==> src/rtl/adc_cfg_seq_pkg.sv <==
// Shared definitions for the ADC configuration sequencer: FSM states,
// ROM entry field layout, fixed register values and the design table.
package adc_cfg_seq_pkg;

    typedef enum logic [2:0] {
        S_IDLE  = 3'd0,
        S_WAIT  = 3'd1,
        S_WR    = 3'd2,
        S_RD    = 3'd3,
        S_CHECK = 3'd4,
        S_NEXT  = 3'd5,
        S_DONE  = 3'd6,
        S_ERR   = 3'd7
    } state_t;

    localparam int ENT_W        = 22;
    localparam int ENT_VERIFY   = 21;
    localparam int ENT_ADDR_LSB = 8;
    localparam int ENT_DATA_LSB = 0;

    localparam logic [12:0] SOFTRST_ADDR = 13'h000;
    localparam logic [7:0]  SOFTRST_DATA = 8'h3C;
    localparam logic [12:0] XFER_ADDR    = 13'h0FF;
    localparam logic [7:0]  XFER_DATA    = 8'h01;

    function automatic logic [ENT_W-1:0] mk_entry(input logic verify,
                                                  input logic [12:0] addr,
                                                  input logic [7:0] data);
        logic [ENT_W-1:0] e;
        e                         = '0;
        e[ENT_VERIFY]             = verify;
        e[ENT_ADDR_LSB +: 13]     = addr;
        e[ENT_DATA_LSB +: 8]      = data;
        return e;
    endfunction

    // Body of the table, between the soft reset and the transfer entries.
    function automatic logic [ENT_W-1:0] design_entry(input int i);
        case (i)
            0:       return mk_entry(1'b1, 13'h014, 8'h01);
            1:       return mk_entry(1'b1, 13'h015, 8'h02);
            2:       return mk_entry(1'b1, 13'h016, 8'h00);
            3:       return mk_entry(1'b1, 13'h018, 8'h0F);
            4:       return mk_entry(1'b1, 13'h020, 8'h4F);
            5:       return mk_entry(1'b1, 13'h021, 8'h80);
            default: return mk_entry(1'b1, 13'h100 + 13'(i), 8'(i));
        endcase
    endfunction

endpackage

==> src/rtl/adc_cfg_rom.sv <==
// Combinational register table: soft reset first, transfer last, design
// values in between. Replace this file to change the table.
module adc_cfg_rom
    import adc_cfg_seq_pkg::*;
#(
    parameter int NUM_REGS = 8,
    localparam int IW = (NUM_REGS > 1) ? $clog2(NUM_REGS) : 1
) (
    input  logic [IW-1:0]    i_idx,
    output logic [ENT_W-1:0] o_entry
);

    always_comb begin
        if (i_idx == '0) begin
            o_entry = mk_entry(1'b0, SOFTRST_ADDR, SOFTRST_DATA);
        end else if (i_idx == IW'(NUM_REGS - 1)) begin
            o_entry = mk_entry(1'b0, XFER_ADDR, XFER_DATA);
        end else begin
            o_entry = design_entry(int'(i_idx) - 1);
        end
    end

endmodule

==> src/rtl/adc_cfg_seq.sv <==
// Walks the ADC register table through the SPI command engine with optional
// readback verify, bounded retries and a per-transaction ack watchdog.
module adc_cfg_seq
    import adc_cfg_seq_pkg::*;
#(
    parameter int NUM_REGS       = 8,
    parameter int POWERUP_CYCLES = 100000,
    parameter int MAX_RETRY      = 3,
    parameter int TIMEOUT_CYCLES = 65535
) (
    input  logic        clk,
    input  logic        rst_n,
    input  logic        start,
    output logic        cmd_write,
    output logic        cmd_read,
    input  logic        cmd_write_ack,
    input  logic        cmd_read_ack,
    output logic [12:0] write_addr,
    output logic [7:0]  write_data,
    output logic [12:0] read_addr,
    input  logic [7:0]  read_data,
    output logic        busy,
    output logic        cfg_done,
    output logic        cfg_error,
    output logic [5:0]  err_index
);

    localparam int IW = (NUM_REGS > 1) ? $clog2(NUM_REGS) : 1;
    localparam int PW = (POWERUP_CYCLES > 1) ? $clog2(POWERUP_CYCLES) : 1;
    localparam int TW = (TIMEOUT_CYCLES > 1) ? $clog2(TIMEOUT_CYCLES) : 1;
    localparam int RW = (MAX_RETRY > 0) ? $clog2(MAX_RETRY + 1) : 1;

    state_t          r_state, w_state_nxt;
    logic [IW-1:0]   r_idx, w_idx_nxt;
    logic [RW-1:0]   r_retry, w_retry_nxt;
    logic [PW-1:0]   r_dly, w_dly_nxt;
    logic [TW-1:0]   r_wdog, w_wdog_nxt;
    logic [5:0]      r_err_index, w_err_idx_nxt;
    logic            r_cmd_write, r_cmd_read, r_verify;
    logic [12:0]     r_write_addr, r_read_addr;
    logic [7:0]      r_write_data, r_rd_data;
    logic            r_busy, r_cfg_done, r_cfg_error;
    logic            w_done_nxt, w_error_nxt, w_busy_nxt, w_timeout;
    logic [ENT_W-1:0] w_entry;

    // Indexed by the next index so the request registers load with the state.
    adc_cfg_rom #(.NUM_REGS(NUM_REGS)) u_rom (
        .i_idx   (w_idx_nxt),
        .o_entry (w_entry)
    );

    assign w_timeout = (r_wdog == TW'(TIMEOUT_CYCLES - 1));

    always_comb begin
        w_state_nxt   = r_state;
        w_idx_nxt     = r_idx;
        w_retry_nxt   = r_retry;
        w_dly_nxt     = r_dly;
        w_wdog_nxt    = r_wdog + 1'b1;
        w_err_idx_nxt = r_err_index;
        w_done_nxt    = 1'b0;
        w_error_nxt   = 1'b0;
        w_busy_nxt    = 1'b1;
        case (r_state)
            S_IDLE: begin
                w_dly_nxt   = '0;
                w_state_nxt = S_WAIT;
            end
            S_WAIT: begin
                if (r_dly == PW'(POWERUP_CYCLES - 1)) begin
                    w_idx_nxt   = '0;
                    w_retry_nxt = '0;
                    w_state_nxt = S_WR;
                end else begin
                    w_dly_nxt = r_dly + 1'b1;
                end
            end
            S_WR: begin
                if (cmd_write_ack) begin
                    w_state_nxt = r_verify ? S_RD : S_NEXT;
                end else if (w_timeout) begin
                    w_err_idx_nxt = 6'(r_idx);
                    w_state_nxt   = S_ERR;
                end
            end
            S_RD: begin
                if (cmd_read_ack) begin
                    w_state_nxt = S_CHECK;
                end else if (w_timeout) begin
                    w_err_idx_nxt = 6'(r_idx);
                    w_state_nxt   = S_ERR;
                end
            end
            S_CHECK: begin
                if (r_rd_data == r_write_data) begin
                    w_state_nxt = S_NEXT;
                end else if (r_retry < RW'(MAX_RETRY)) begin
                    w_retry_nxt = r_retry + 1'b1;
                    w_state_nxt = S_WR;
                end else begin
                    w_err_idx_nxt = 6'(r_idx);
                    w_state_nxt   = S_ERR;
                end
            end
            S_NEXT: begin
                if (r_idx == IW'(NUM_REGS - 1)) begin
                    w_state_nxt = S_DONE;
                end else begin
                    w_idx_nxt   = r_idx + 1'b1;
                    w_retry_nxt = '0;
                    w_state_nxt = S_WR;
                end
            end
            // A start in the first terminal cycle is dropped: the flag is not yet up.
            S_DONE: begin
                if (start && r_cfg_done) begin
                    w_idx_nxt   = '0;
                    w_retry_nxt = '0;
                    w_state_nxt = S_WR;
                end else begin
                    w_done_nxt = 1'b1;
                    w_busy_nxt = 1'b0;
                end
            end
            S_ERR: begin
                if (start && r_cfg_error) begin
                    w_idx_nxt     = '0;
                    w_retry_nxt   = '0;
                    w_err_idx_nxt = '0;
                    w_state_nxt   = S_WR;
                end else begin
                    w_error_nxt = 1'b1;
                    w_busy_nxt  = 1'b0;
                end
            end
            default: w_state_nxt = S_IDLE;
        endcase
        if (w_state_nxt != r_state) begin
            w_wdog_nxt = '0;
        end
    end

    always_ff @(posedge clk) begin
        if (!rst_n) begin
            r_state      <= S_IDLE;
            r_idx        <= '0;
            r_retry      <= '0;
            r_dly        <= '0;
            r_wdog       <= '0;
            r_err_index  <= '0;
            r_cmd_write  <= 1'b0;
            r_cmd_read   <= 1'b0;
            r_verify     <= 1'b0;
            r_write_addr <= '0;
            r_write_data <= '0;
            r_read_addr  <= '0;
            r_rd_data    <= '0;
            r_busy       <= 1'b0;
            r_cfg_done   <= 1'b0;
            r_cfg_error  <= 1'b0;
        end else begin
            r_state     <= w_state_nxt;
            r_idx       <= w_idx_nxt;
            r_retry     <= w_retry_nxt;
            r_dly       <= w_dly_nxt;
            r_wdog      <= w_wdog_nxt;
            r_err_index <= w_err_idx_nxt;
            r_cmd_write <= (w_state_nxt == S_WR);
            r_cmd_read  <= (w_state_nxt == S_RD);
            r_busy      <= w_busy_nxt;
            r_cfg_done  <= w_done_nxt;
            r_cfg_error <= w_error_nxt;
            if (w_state_nxt == S_WR && r_state != S_WR) begin
                r_verify     <= w_entry[ENT_VERIFY];
                r_write_addr <= w_entry[ENT_ADDR_LSB +: 13];
                r_write_data <= w_entry[ENT_DATA_LSB +: 8];
            end
            if (w_state_nxt == S_RD && r_state != S_RD) begin
                r_read_addr <= r_write_addr;
            end
            if (r_state == S_RD && cmd_read_ack) begin
                r_rd_data <= read_data;
            end
        end
    end

    assign cmd_write  = r_cmd_write;
    assign cmd_read   = r_cmd_read;
    assign write_addr = r_write_addr;
    assign write_data = r_write_data;
    assign read_addr  = r_read_addr;
    assign busy       = r_busy;
    assign cfg_done   = r_cfg_done;
    assign cfg_error  = r_cfg_error;
    assign err_index  = r_err_index;

endmodule

==> config.mk <==
export PLATFORM = sky130hd
export DESIGN_NAME = adc_cfg_seq
export DESIGN_NICKNAME = d
export VERILOG_FILES = /design/src/rtl/adc_cfg_seq_pkg.sv /design/src/rtl/adc_cfg_rom.sv /design/src/rtl/adc_cfg_seq.sv
export SDC_FILE = /design/constraint.sdc
export NUM_CORES = 1
export LEC_CHECK = 0
export ABC_AREA = 1
export BUFFER_PORTS_ARGS = -buffer_cell sky130_fd_sc_hd__buf_2
export CORE_AREA = 2 2 92 94
export CTS_CLUSTER_DIAMETER = 120
export DETAILED_ROUTE_END_ITERATION = 7
export DIE_AREA = 0 0 94 96
export PLACE_DENSITY = 0.86
export SLEW_MARGIN = 20
export SYNTH_ARGS = -nofsm -noshare
export SYNTH_HDL_FRONTEND = slang
export SYNTH_SLANG_ARGS = --single-unit
export TNS_END_PERCENT = 1
==> constraint.sdc <==
create_clock -name clk -period 1.9 [get_ports clk]
set_input_delay 0.095 -clock clk [delete_from_list [all_inputs] [get_ports clk]]
set_output_delay 0.095 -clock clk [all_outputs]
set_load 0.01 [all_outputs]
==> flow_metrics.env <==
export IMPL_avgSynthCellArea_sq_um=7.432
export IMPL_critPathCaptureType="register"
export IMPL_ant_nets=0
export IMPL_detail_route_wirelength_mm=9.829
export IMPL_drcViolationCount=0
export IMPL_synth_yosys_seq_area_share=0.3967
export IMPL_cts_buffers=9
export IMPL_drt_pass1_iter_count=5
export IMPL_ir_worst_vdd_v=0.0006081
export IMPL_antenna_found_initial=0
export IMPL_synthSimpleGateAreaFrac=0.3217
export IMPL_cts_root_buf="clkbuf_8"
export IMPL_status="complete, no violations"
export IMPL_cp_required_ps=2150
export IMPL_rows=33
export IMPL_grt_usage=0.2154
export IMPL_hold_class="input pin to register"
export IMPL_grt_overflow=0
export IMPL_wl_per_cell_microns=13.43
export IMPL_synth_async_reset_ratio=0
export IMPL_crit_top_cell="nor2_2"
export IMPL_die_area_sq_mm=0.009024
export IMPL_start_kind="register"
export IMPL_max_stage_delay_ps=340
export IMPL_fin_skew_ps=15.39
export IMPL_maxCapViolations=0
export IMPL_drive_gt1_frac=0.2919
export IMPL_cts_buffer_depth=2
export IMPL_crit_buf_inv=2
export IMPL_hpwl_mm=6.975
export IMPL_vias_per_cell=5.230
export IMPL_gp_congestion=0.9065
export IMPL_setup_viol=0
export IMPL_p_sw_frac=0.2358
export IMPL_synth_top_family_by_area="simple AND/OR/NAND/NOR gates"
export IMPL_finalCriticalPeriod_ps=1882
export IMPL_via_count=3828
export IMPL_fmax_ghz=0.5314
export IMPL_layout_commonest_cell="nand2_1"
export IMPL_clk_pin_slew_ps=80
export IMPL_p_leak_nw=2.070
export IMPL_yosysWarnings=0
export IMPL_critPathKind="register to register"
export IMPL_io_pin_count=58
export IMPL_crit_family="simple AND/OR/NAND/NOR gates"
export IMPL_syn_area_sq_mm=0.004088
export IMPL_grt_setup_unrepaired="true"
export IMPL_placed_cells=711
export IMPL_switchingPower_uw=849.9
export IMPL_critPathSlowestCell="dfxtp_2"
export IMPL_grt_pass1_wl_mm=15.44
export IMPL_finalNonFillerCells=732
export IMPL_insertion_delay_ps=350
export IMPL_synth_xor_area_frac=0.05357
export IMPL_synth_ff_type="dfxtp_1"
export IMPL_synth_cell_type_count=40
export IMPL_internal_power_mw=2.755
export IMPL_diodes=0
export IMPL_slew_violations=0
export IMPL_synth_adder_area_share=0.01530
export IMPL_io_buffers=46
export IMPL_ys_ff_latch=81
export IMPL_p_seq_frac=0.486
export IMPL_worst_ep_arrival_time_ps=2130
export IMPL_syn_instance_count=550
export IMPL_synth_edf_count=0
export IMPL_clkPwrFrac=0.418
export IMPL_synthMuxAreaShare=0.002449
export IMPL_die_w_microns=94
export IMPL_p_per_area_mw_per_mm2=724.8
export IMPL_synth_compound_area_frac=0.1035
export IMPL_drtIter0Drc=250
export IMPL_finalCritPeriodShare=0.9904
export IMPL_numClockSinks=81
export IMPL_grt_max_degree=29
export IMPL_cts_tree="done"
export IMPL_grt_pass1_vias=3455
export IMPL_finalHoldViolCount=0
export IMPL_hold_buffers=0
export IMPL_start_util=0.5077
export IMPL_crit_fanout=8
export IMPL_final_cell_mix="92 x nand2_1, 71 x dfxtp_1, 54 x nor2_1"
export IMPL_path_cells="inv_2, nor2_2, nand2_1, nor2_2, nand3_2, nand2_4, nand3_4, nor3_4, buf_6, nand2_2, a21oi_2, nor2_1"
export IMPL_die_h_microns=96
export IMPL_core_sq_mm=0.008051
export IMPL_final_nets=641
export IMPL_combPwrFrac=0.096
export IMPL_area_growth_pct=21.67
export IMPL_timing_hold_ws_ps=19.03
export IMPL_htreeDepth=3
==> final cells by class <==
cell class,instances,area [sq um]
fillers,642,3078
multi-input cells,391,2215
flip-flops and latches,81,1634
repair buffers,81,525.5
inverters,59,226.5
clock buffers,10,137.6
well taps,105,131.4
clock inverters,5,103.9
==> routing by layer <==
layer  global-route usage  routed length [microns]  vias to the layer above
li1                     -                        -                     1909
met1               0.2755                     4335                     1792
met5                    0                        0                        -
met2               0.3554                     4802                      118
met4              0.07488                      103                        0
met3              0.05403                      588                        9
==> timing repair <==
action | in CTS | in global routing
resized for setup | 2 | 55
setup buffers | 0 | 5
setup endpoints to repair | 2 | 39
cloned | 0 | 1
pin swaps | 0 | 14
==> final timing paths <==
kind | from | end | slack, ps | depth (start not counted)
worst max-delay path | r_dly[7] | write_addr[4] | 20 | 12
worst min-delay path | read_data[1] | r_rd_data[1] | 20 | 3
worst min register to register | r_wdog[0] | r_wdog[0] | 430 | 1
worst max register to register | r_dly[7] | write_addr[4] | 20 | 12
==> through the flow <==
stage                     utilization  TNS, ps  cell area (sq um)  power [mW]  worst slack, ps
final                          0.6177        0               4974       3.605            18.17
after floorplan                     -        0               4125       2.014            142.6
after CTS                      0.5922        0               4768       3.589            4.935
after detailed placement       0.5615        0               4521       2.098            44.85
after global placement         0.5615        0               4521       2.090            102.7
after global routing           0.6177    -1008               4974       3.738           -91.93
==> tightest hold or removal path: cells and delay by family <==
family / cells / cell delay (ps)
and+or+nand+nor: 1 / 70
buffers and inverters: 1 / 100
AOI/OAI and AO/OA: 1 / 60
==> registers in the layout, indices dropped and copies added, names as in the netlist <==
register	count
busy	1
cfg_done	1
cfg_error	1
cmd_read	1
cmd_write	1
err_index	3
r_dly	17
r_idx	3
r_rd_data	8
r_retry	2
r_state	3
r_verify	1
r_wdog	16
read_addr	8
write_addr	8
write_data	7
==> cell usage after synthesis (7+ instances only) <==
master	n	share of area
o21ai_0	23	0.028
nand2_1	98	0.090
nand3_1	46	0.056
nor2_1	61	0.056
nand4_1	8	0.012
nor3_1	16	0.020
inv_2	9	0.0083
xor2_1	11	0.024
nand2_2	8	0.012
nor3_2	10	0.024
dfxtp_1	81	0.40
xnor2_1	14	0.030
buf_4	16	0.029
o21ai_1	7	0.0086
inv_1	47	0.043
a21oi_1	44	0.054
==> power groups by stage <==
| stage | Sequential (mW) | Combinational, mW | Clock (mW) |
|---|---|---|---|
| 2_1_floorplan | 1.79 | 0.220 | 0 |
| 3_3_place_gp | 1.79 | 0.302 | 0 |
| 3_5_place_dp | 1.79 | 0.309 | 0 |
| 4_1_cts | 1.75 | 0.314 | 1.53 |
| 5_1_grt | 1.76 | 0.381 | 1.60 |
| 6_report | 1.75 | 0.346 | 1.51 |
==> cell families (layout without fill, tap and decap cells) <==
kind of cell / Yosys count / in the layout
DFF: 81 / 81
other: 1 / 11
AOI/OAI and AO/OA: 81 / 81
and+or+nand+nor: 268 / 268
muxes: 1 / 1
buffers and inverters: 88 / 155
xor gates and xnor gates: 25 / 25
adders and majority gates: 5 / 5
Note: power is estimated with default switching activity, not from simulation.
